`src/rtl/order_book_deadlock_report_ctrl_pkg.sv`:
```
// Shared definitions for the order_book deadlock report controller.
// Contents:
//   - 3-bit state encodings and the FSM state type
//   - report record field widths (monitor index, persistence counter)
//   - false-alarm counter width and its saturating increment helper
package order_book_deadlock_report_ctrl_pkg;

  localparam logic [2:0] ST_IDLE    = 3'd0;
  localparam logic [2:0] ST_WATCH   = 3'd1;
  localparam logic [2:0] ST_CONFIRM = 3'd2;
  localparam logic [2:0] ST_REPORT  = 3'd3;
  localparam logic [2:0] ST_HOLD    = 3'd4;

  typedef enum logic [2:0] {
    IDLE    = ST_IDLE,
    WATCH   = ST_WATCH,
    CONFIRM = ST_CONFIRM,
    REPORT  = ST_REPORT,
    HOLD    = ST_HOLD
  } state_t;

  localparam int IDX_W = 4;   // monitor index field of the report record
  localparam int CNT_W = 16;  // persistence counter width
  localparam int FA_W  = 8;   // false-alarm counter width

  // Increment that sticks at all-ones.
  function automatic logic [FA_W-1:0] sat_inc(input logic [FA_W-1:0] v);
    return (&v) ? v : v + FA_W'(1);
  endfunction

endpackage

```
`src/rtl/order_book_prio_enc.sv`:
```
// Lowest-set-bit priority encoder.
// Ports:
//   vec  in  NUM_MON  request vector, bit 0 has highest priority
//   idx  out 4        index of the lowest set bit (0 when none set)
//   any  out 1        at least one bit of vec is set
module order_book_prio_enc
  import order_book_deadlock_report_ctrl_pkg::*;
#(
  parameter int NUM_MON = 4
) (
  input  logic [NUM_MON-1:0] vec,
  output logic [IDX_W-1:0]   idx,
  output logic               any
);

  // Scan from the top down so the last hit, i.e. the lowest set bit, wins.
  always_comb begin
    idx = '0;
    any = |vec;
    for (int i = NUM_MON - 1; i >= 0; i--) begin
      if (vec[i]) idx = IDX_W'(i);
    end
  end

endmodule

```
`src/rtl/order_book_deadlock_report_ctrl.sv`:
```
// Supervisory deadlock report controller for the order_book HLS monitors.
// Qualifies raw monitor block flags with a persistence threshold, picks the
// lowest-index blocked monitor, snapshots its AXIS block bits plus a
// timestamp, and delivers one report record to the debug logger. A sticky
// deadlock flag is then held until software pulses clear.
// Ports:
//   clock            in   system clock
//   reset            in   asynchronous active-low reset
//   enable           in   arms detection; low aborts WATCH/CONFIRM to IDLE
//   clear            in   pulse; releases HOLD, zeroes false-alarm count
//                         when seen in IDLE/WATCH/CONFIRM
//   block_in         in   per-monitor block flags
//   axis_sigs_in     in   per-monitor AXIS block bits, AXIS_W per monitor
//   rpt_valid        out  report record valid
//   rpt_ready        in   logger accepts record
//   rpt_idx          out  confirmed monitor index
//   rpt_axis         out  AXIS snapshot of rpt_idx at confirmation
//   rpt_ts           out  timestamp at confirmation
//   deadlock_flag    out  sticky flag, high in REPORT and HOLD
//   false_alarm_cnt  out  saturating count of aborted candidates
//   fsm_state        out  current state encoding, for observation
//
// Report handshake: the record transfers on a clock edge where rpt_valid
// and rpt_ready are both high. Once rpt_valid rises, it and every record
// field stay constant until that transfer edge; rpt_ready may be high at
// any time, including before rpt_valid.
module order_book_deadlock_report_ctrl
  import order_book_deadlock_report_ctrl_pkg::*;
#(
  parameter int NUM_MON = 4,
  parameter int AXIS_W  = 7,
  parameter int THRESH  = 16,
  parameter int TS_W    = 32
) (
  input  logic                      clock,
  input  logic                      reset,
  input  logic                      enable,
  input  logic                      clear,
  input  logic [NUM_MON-1:0]        block_in,
  input  logic [NUM_MON*AXIS_W-1:0] axis_sigs_in,
  output logic                      rpt_valid,
  input  logic                      rpt_ready,
  output logic [IDX_W-1:0]          rpt_idx,
  output logic [AXIS_W-1:0]         rpt_axis,
  output logic [TS_W-1:0]           rpt_ts,
  output logic                      deadlock_flag,
  output logic [FA_W-1:0]           false_alarm_cnt,
  output logic [2:0]                fsm_state
);

  localparam logic [CNT_W-1:0] THRESH_C = CNT_W'(THRESH);

  state_t                    state;
  logic [CNT_W-1:0]          cnt;
  logic [IDX_W-1:0]          cand;
  logic [TS_W-1:0]           ts;

  logic [IDX_W-1:0]          enc_idx;
  logic                      enc_any;
  logic [15:0]               blk_ext;
  logic                      cand_blk;
  logic [NUM_MON*AXIS_W-1:0] axis_sh;
  logic [AXIS_W-1:0]         cand_axis;
  logic [CNT_W-1:0]          cnt_next;

  order_book_prio_enc #(.NUM_MON(NUM_MON)) u_prio_enc (
    .vec (block_in),
    .idx (enc_idx),
    .any (enc_any)
  );

  // Widen block_in to the full 4-bit index range so the candidate index
  // never selects outside the vector.
  always_comb begin
    blk_ext   = 16'(block_in);
    cand_blk  = blk_ext[cand];
    axis_sh   = axis_sigs_in >> (int'(cand) * AXIS_W);
    cand_axis = axis_sh[AXIS_W-1:0];
    cnt_next  = cnt + CNT_W'(1);
  end

  assign fsm_state = state;

  // Free-running timestamp, wraps naturally.
  always_ff @(posedge clock or negedge reset) begin
    if (!reset) ts <= '0;
    else        ts <= ts + TS_W'(1);
  end

  always_ff @(posedge clock or negedge reset) begin
    if (!reset) begin
      state           <= IDLE;
      cnt             <= '0;
      cand            <= '0;
      rpt_valid       <= 1'b0;
      rpt_idx         <= '0;
      rpt_axis        <= '0;
      rpt_ts          <= '0;
      deadlock_flag   <= 1'b0;
      false_alarm_cnt <= '0;
    end else begin
      case (state)
        IDLE: begin
          if (clear)  false_alarm_cnt <= '0;
          if (enable) state <= WATCH;
        end

        WATCH: begin
          if (clear) false_alarm_cnt <= '0;
          if (!enable) begin
            state <= IDLE;
            cnt   <= '0;
          end else if (enc_any) begin
            cand  <= enc_idx;
            cnt   <= CNT_W'(1);
            state <= CONFIRM;
          end
        end

        CONFIRM: begin
          // clear wins over a coincident false alarm.
          if (clear)
            false_alarm_cnt <= '0;
          else if (enable && !cand_blk)
            false_alarm_cnt <= sat_inc(false_alarm_cnt);

          if (!enable) begin
            state <= IDLE;
            cnt   <= '0;
          end else if (!cand_blk) begin
            state <= WATCH;
            cnt   <= '0;
          end else if (cnt_next == THRESH_C) begin
            // cnt already counts earlier samples; this edge is sample THRESH.
            rpt_idx       <= cand;
            rpt_axis      <= cand_axis;
            rpt_ts        <= ts;
            rpt_valid     <= 1'b1;
            deadlock_flag <= 1'b1;
            cnt           <= '0;
            state         <= REPORT;
          end else begin
            cnt <= cnt_next;
          end
        end

        REPORT: begin
          if (rpt_ready) begin
            rpt_valid <= 1'b0;
            state     <= HOLD;
          end
        end

        HOLD: begin
          if (clear) begin
            deadlock_flag <= 1'b0;
            state         <= enable ? WATCH : IDLE;
          end
        end

        default: begin
          state <= IDLE;
          cnt   <= '0;
        end
      endcase
    end
  end

endmodule

```
`config.mk`:
```
export PLATFORM = sky130hd
export DESIGN_NAME = order_book_deadlock_report_ctrl
export DESIGN_NICKNAME = d
export VERILOG_FILES = /design/src/rtl/order_book_deadlock_report_ctrl_pkg.sv /design/src/rtl/order_book_prio_enc.sv /design/src/rtl/order_book_deadlock_report_ctrl.sv
export SDC_FILE = /design/constraint.sdc
export NUM_CORES = 1
export LEC_CHECK = 0
export ABC_CLOCK_PERIOD_IN_PS = 4610
export BUFFER_PORTS_ARGS = -buffer_cell sky130_fd_sc_hd__buf_2
export CORE_ASPECT_RATIO = 0.7
export CORE_MARGIN = 2
export CORE_UTILIZATION = 40
export DETAILED_ROUTE_END_ITERATION = 7
export GPL_TIMING_DRIVEN = 0
export PLACE_DENSITY = 0.61
export SETUP_SLACK_MARGIN = 0.4
export SLEW_MARGIN = 10
export SYNTH_ARGS = -nofsm -noshare
export SYNTH_HDL_FRONTEND = slang
export SYNTH_HIERARCHICAL = 1
export SYNTH_SLANG_ARGS = --single-unit
```
`constraint.sdc`:
```
create_clock -name clock -period 4.61 [get_ports clock]
set_input_delay 0.922 -clock clock [delete_from_list [all_inputs] [get_ports clock]]
set_output_delay 0.922 -clock clock [all_outputs]
set_load 0.01 [all_outputs]
```
==> results of run 1 <==
-- critical path, stage by stage (launching register included) --
cell,delay [ns]
dfrtp_1,0.49
ha_1,0.35
nand3_2,0.16
nor4_2,0.40
mux2i_1,0.29
nand2_1,0.07
and4bb_1,0.31
buf_6,0.19
buf_12,0.17
mux2_4,0.30
-- per-stage QoR --
stage / instance area [um^2] / hold slack, ns / util / setup slack (ns) / power [mW]
finish: 6440 / 0.467 / 0.489 / 1.75 / 2.02
floorplan: 5410 / 0.436 / - / 1.99 / 1.18
CTS: 6440 / 0.474 / 0.489 / 1.78 / 2.05
global route: 6440 / 0.492 / 0.489 / 1.59 / 2.11
detailed placement: 6140 / 0.462 / 0.466 / 1.69 / 1.27
global placement: 6110 / 0.453 / 0.463 / 1.41 / 1.26
-- area by class of cell --
class | count | area share
timing repair buffer | 93 | 0.0767
multi-input combinational | 322 | 0.382
sequential | 108 | 0.420
buffer | 24 | 0.0297
clock inverter | 6 | 0.00971
inverter | 15 | 0.00874
clock buffer | 10 | 0.0371
tap | 185 | 0.0359
-- state kept, by name, indices dropped and copies added (netlist names) --
register and flops:
rpt_ts 32, ts 32, cnt 16, false_alarm_cnt 8, rpt_axis 7, cand 4
rpt_idx 4, fsm_state 3, deadlock_flag 1, rpt_valid 1
-- how the worst max path moves through the flow --
| stage | startpoint | to | slack [ns] | cells after the start |
|---|---|---|---|---|
| finish | cnt[0] | rpt_ts[4] | 1.75 | 9 |
| global route | cnt[0] | rpt_ts[5] | 1.59 | 9 |
| CTS | cnt[0] | rpt_ts[4] | 1.78 | 9 |
| detailed placement | block_in[0] | rpt_idx[0] | 1.69 | 9 |
| global placement | reset | cand[1] | 1.41 | 1 |
| floorplan | block_in[3] | rpt_ts[10] | 1.99 | 8 |
-- per-layer routing --
| layer | up-vias | part of all wire |
|---|---|---|
| met2 | 73 | 0.46 |
| li1 | 1861 | - |
| met3 | 7 | 0.041 |
| met1 | 1908 | 0.50 |
| met5 | - | 0 |
| met4 | 0 | 0.0053 |
-- cells in the final DEF, fill, tap and decap left out, drive strengths merged, types with 3 or more instances in the layout --
master	count
nor3	8
buf	107
dfrtp	108
and2	3
and3	7
or4	3
xnor2	25
ha	3
o21ai	17
inv	18
or3	3
and4	4
nand4	10
nor3b	4
o31ai	9
nand2b	3
mux4	8
clkbuf	20
a21oi	14
nor2b	8
nor2	29
nor4	5
xor2	13
mux2i	8
nand2	47
mux2	40
nand3	27
clkinv	3
-- report_power, final --
group	internal [mW]	switching, mW	leakage (nW)
logic	0.116	0.144	1.42
registers	0.969	0.0178	1.45
clock network	0.396	0.378	0.148
total	1.48	0.540	3.01
-- logic make-up after synthesis --
group | Yosys count | synth area share
and+or+nand+nor | 170 | 0.169
DFF | 108 | 0.500
muxes | 56 | 0.151
AOI/OAI and AO/OA | 53 | 0.0648
buffers and inverters | 39 | 0.0458
xor gates and xnor gates | 38 | 0.0615
adders and majority gates | 3 | 0.00694
other | 1 | 0.000693
==> results.toml, run 1 <==
[sta]
worstMarginPinSlew_ns = 0.920
drv_slew = 0
rsz0062_at_grt = "no"
fin_crit_sh = 0.619
slew_headroom = 0.383
worst_clock_skew_ns = 0.00789
finalCriticalPeriod_ns = 2.86
hold_viol_final = 0
final-setup-viol-count = 0
fmax_mhz = 350
setup_tns_ns = 0

[hold_path]
hp-start = "ts[31]"
hp-class = "flip-flop to flip-flop"
holdPathEnd = "ts[31]"
holdPathStages = 1

[cts]
holdBufCountCts = 0
cts_buffers = 9
clkSinkCount = 108
cts_root_buffer = "clkbuf_16"
htree_levels = 3
cts_setup_buffers = 0
tritoncts = "built"
ctsResizeCount = 0
cts_buffer_depth = 2
clk_latency_ns = 0.34
path_clk_slew_ns = 0.08

[worst_setup_path]
critPathKind = "flip-flop to flip-flop"
startpoint_type = "flip-flop"
cp_max_fo = 10
reg2reg_depth = 9
critPathCaptureType = "flip-flop"
required_ns = 4.84
crit_arrival_ns = 3.09
r2r-end = "rpt_ts[4]"
r2r-start = "cnt[0]"
rrSetupSlack_ns = 1.75

[place]
dpl.cell_count = 747
portBuffers = 92
dp_hpwl_um = 8100
place.gp.congestion = 0.879

[synth]
yosys_warnings = 6
syn_inst = 468
synth.top_cell.area_share = 0.500
synth_area_leaders = "dfrtp_1 50%, mux2_4 8.0%, xnor2_1 4.0%"
avgSynthCellArea_um2 = 11.6
ys.flop_type = "dfrtp_1"
synth_common_cells = "108 x dfrtp_1, 46 x nand2_1, 29 x mux2_4, 29 x nor2_1, 25 x xnor2_1"
yosysMostFrequentCell = "dfrtp_1"
yosysUniqueCellTypes = 62
synthesis.area_um2 = 5410
ys_seq_area_frac = 0.500
synth_edf_count = 0
ys_ff_latch = 108
yosysTopAreaCell = "dfrtp_1"
synth-async-reset-ratio = 1.00

[final_layout]
drive_gt1_frac = 0.324
layout.nets = 613
fin_cells = 763
fill_cells = 1210
multi_input_area_um2 = 2460
antennaDiodeCount = 0
area_delta_synth_final_pct = 19.1
regArea_um2 = 2700

[global_routing]
overflow = 0
grt_util_met1 = 0.232
grt_pass1_wl_um = 18500
met2_usage = 0.242
grt.total_usage = 0.159
grt_max_degree = 69
first_global_vias = 3645
use_met3 = 0.0336
top_usage_layer = "met2"
antenna_found_initial = 0

[routing]
first_pass_iters = 4
drt-total-wl_um = 11200
drt-wirelength-per-cell_um = 14.7
drc_errors = 0
num_vias = 3849
vias_per_cell = 5.04
drt-initial-drc-count = 251
postRouteAntennaNets = 0

[floorplanning]
die_area_um2 = 14500
fp-row-count = 35
die_height_um = 101
die_width_um = 143
initial_utilization = 0.410
fp.coreArea_um2 = 13200
io_pins = 93

[status]
outcome = "complete, no violations"

[pwr]
power_leakage_nw = 3.01
vdd_ir_drop_max_uv = 184
power_density_nw_per_um2 = 314

[flow_run]
maxCapViolCount = 0
Power figures use the tool's default switching activity.
==> run 2, diff against run 1 <==
--- a/config.mk
+++ b/config.mk
@@ -5,14 +5,14 @@
 export SDC_FILE = /design/constraint.sdc
 export NUM_CORES = 1
 export LEC_CHECK = 0
-export ABC_CLOCK_PERIOD_IN_PS = 4610
+export ABC_CLOCK_PERIOD_IN_PS = 2600
 export BUFFER_PORTS_ARGS = -buffer_cell sky130_fd_sc_hd__buf_2
 export CORE_ASPECT_RATIO = 0.7
 export CORE_MARGIN = 2
 export CORE_UTILIZATION = 40
 export DETAILED_ROUTE_END_ITERATION = 7
 export GPL_TIMING_DRIVEN = 0
-export PLACE_DENSITY = 0.61
+export PLACE_DENSITY = 0.63
 export SETUP_SLACK_MARGIN = 0.4
 export SLEW_MARGIN = 10
 export SYNTH_ARGS = -nofsm -noshare
==> constraint.sdc (replaced) <==
create_clock -name clock -period 2.6 [get_ports clock]
set_input_delay 0.52 -clock clock [delete_from_list [all_inputs] [get_ports clock]]
set_output_delay 0.52 -clock clock [all_outputs]
set_load 0.01 [all_outputs]
==> results.toml, run 2 (synthesis gave the netlist of run 1 again) <==
[floorplanning]
fp-row-count = 35
die_height_um = 101
die_width_um = 143
io_pins = 93
initial_utilization = 0.410
die_area_um2 = 14500
fp.coreArea_um2 = 13200

[global_routing]
antenna_found_initial = 0
grt_max_degree = 73
grt_pass1_wl_um = 20200
overflow = 0
grt.total_usage = 0.178
first_global_vias = 3913

[sta]
hold_viol_final = 0
worstMarginPinSlew_ns = 0.660
worst_clock_skew_ns = 0.0122
finalCriticalPeriod_ns = 2.50
slew_headroom = 0.556
fin_crit_sh = 0.960
fmax_mhz = 401
setup_tns_ns = 0
final-setup-viol-count = 0
drv_slew = 0
rsz0062_at_grt = "yes"

[cts]
clkSinkCount = 108
htree_levels = 3
cts_root_buffer = "clkbuf_16"
cts_buffers = 9
path_clk_slew_ns = 0.07
clk_latency_ns = 0.35
holdBufCountCts = 0
tritoncts = "built"
cts_buffer_depth = 2

[final_layout]
layout_commonest_cell = "dfrtp_1"
fill_cells = 1169
final_cell_mix = "104 x dfrtp_1, 93 x buf_2, 45 x nand2_1"
top_regs = "rpt_ts: 32 flops, ts: 32 flops, cnt: 16 flops"
multi_input_area_um2 = 2640
drive_gt1_frac = 0.417
regArea_um2 = 2710
area_delta_synth_final_pct = 31.3
layout.nets = 658
antennaDiodeCount = 0
fin_util = 0.539

[place]
dp_hpwl_um = 8550
place.gp.congestion = 0.914
portBuffers = 92

[routing]
drt-wirelength-per-cell_um = 15.4
num_vias = 4116
vias_per_cell = 5.09
drt-total-wl_um = 12400
drt-initial-drc-count = 275
postRouteAntennaNets = 0
drc_errors = 0
first_pass_iters = 4

[worst_setup_path]
required_ns = 2.83
cpMostUsedCell = "buf_6"
critPathSlowestCell = "or4_4"
critPathCaptureType = "flip-flop"
startpoint_type = "flip-flop"
slowest_delay_ns = 0.55
cp_max_fo = 5
critPathKind = "flip-flop to flip-flop"
cp_cell_sequence = "buf_4, nand3_4, or4_4, a211oi_4, and4bb_1, buf_6, buf_6, buf_12, mux2_4"
crit_arrival_ns = 2.73

[pwr]
vdd_ir_drop_max_uv = 362
power_leakage_nw = 3.39
power_density_nw_per_um2 = 536

[hold_path]
hp-class = "input pin to async pin"

[flow_run]
maxCapViolCount = 0

[status]
outcome = "complete, no violations"
==> run 2: where the power goes <==
group / total, mW / internal, mW / switching [mW] / leakage, nW
combinational: 0.536 / 0.256 / 0.279 / 1.79
clock: 1.52 / 0.905 / 0.617 / 0.164
sequential: 1.75 / 1.72 / 0.0291 / 1.44
total: 3.81 / 2.88 / 0.926 / 3.39
==> run 2: worst paths after layout <==
path,startpoint,to,slack (ns),depth (start not counted)
max,cnt[0],rpt_ts[17],0.10,9
min,reset,cnt[9],0.07,1
max reg2reg,cnt[0],rpt_ts[17],0.10,9
min reg2reg,ts[31],ts[31],0.47,1
max in group asynchronous,reset,ts[2],1.86,2
min in group clock,clear,fsm_state[2],0.41,2
==> run 2: final cells by class <==
cell class | count | share of cell area
buffer | 24 | 0.0329
clock buffer | 12 | 0.0361
clock inverter | 4 | 0.0109
inverter | 15 | 0.00793
multi-input combinational | 322 | 0.372
sequential | 108 | 0.381
tap | 185 | 0.0326
timing repair buffer | 138 | 0.126
==> run 2: through the flow <==
step	instances	power (mW)	hold WS [ns]	setup WS, ns	instance area (um^2)
detailed placement	747	2.26	0.448	-0.0155	6170
global route	808	3.99	0.0898	0.0446	7100
finish	808	3.81	0.0720	0.104	7100
CTS	788	3.84	0.0741	0.126	6840
global placement	746	2.23	0.452	-0.436	6130
floorplan	469	2.09	0.224	0.220	5440
==> run 2: routing by layer <==
layer / global-route usage / vias to the layer above / routed length [um]
met1: 0.262 / 2023 / 6120
met2: 0.265 / 136 / 5450
met5: 0 / - / 0
met4: 0.0442 / 0 / 102
met3: 0.0444 / 12 / 753
li1: - / 1945 / -
==> run 2: critical path: cells and delay by family, from the launching register on <==
kind,cells,cell delay [ns]
AOI/OAI and AO/OA,1,0.23
DFF,1,0.40
buffers and inverters,4,0.52
and+or+nand+nor,3,0.94
muxes,1,0.30
==> run 2: what timing repair did <==
| item | 4_1_cts | 5_1_grt |
|---|---|---|
| resized for setup | 32 | 28 |
| hold endpoints to repair | 0 | 0 |
| pin swaps | 10 | 7 |
| setup buffers | 23 | 19 |
| gates cloned | 2 | 1 |
| endpoints found under the setup margin | 71 | 69 |
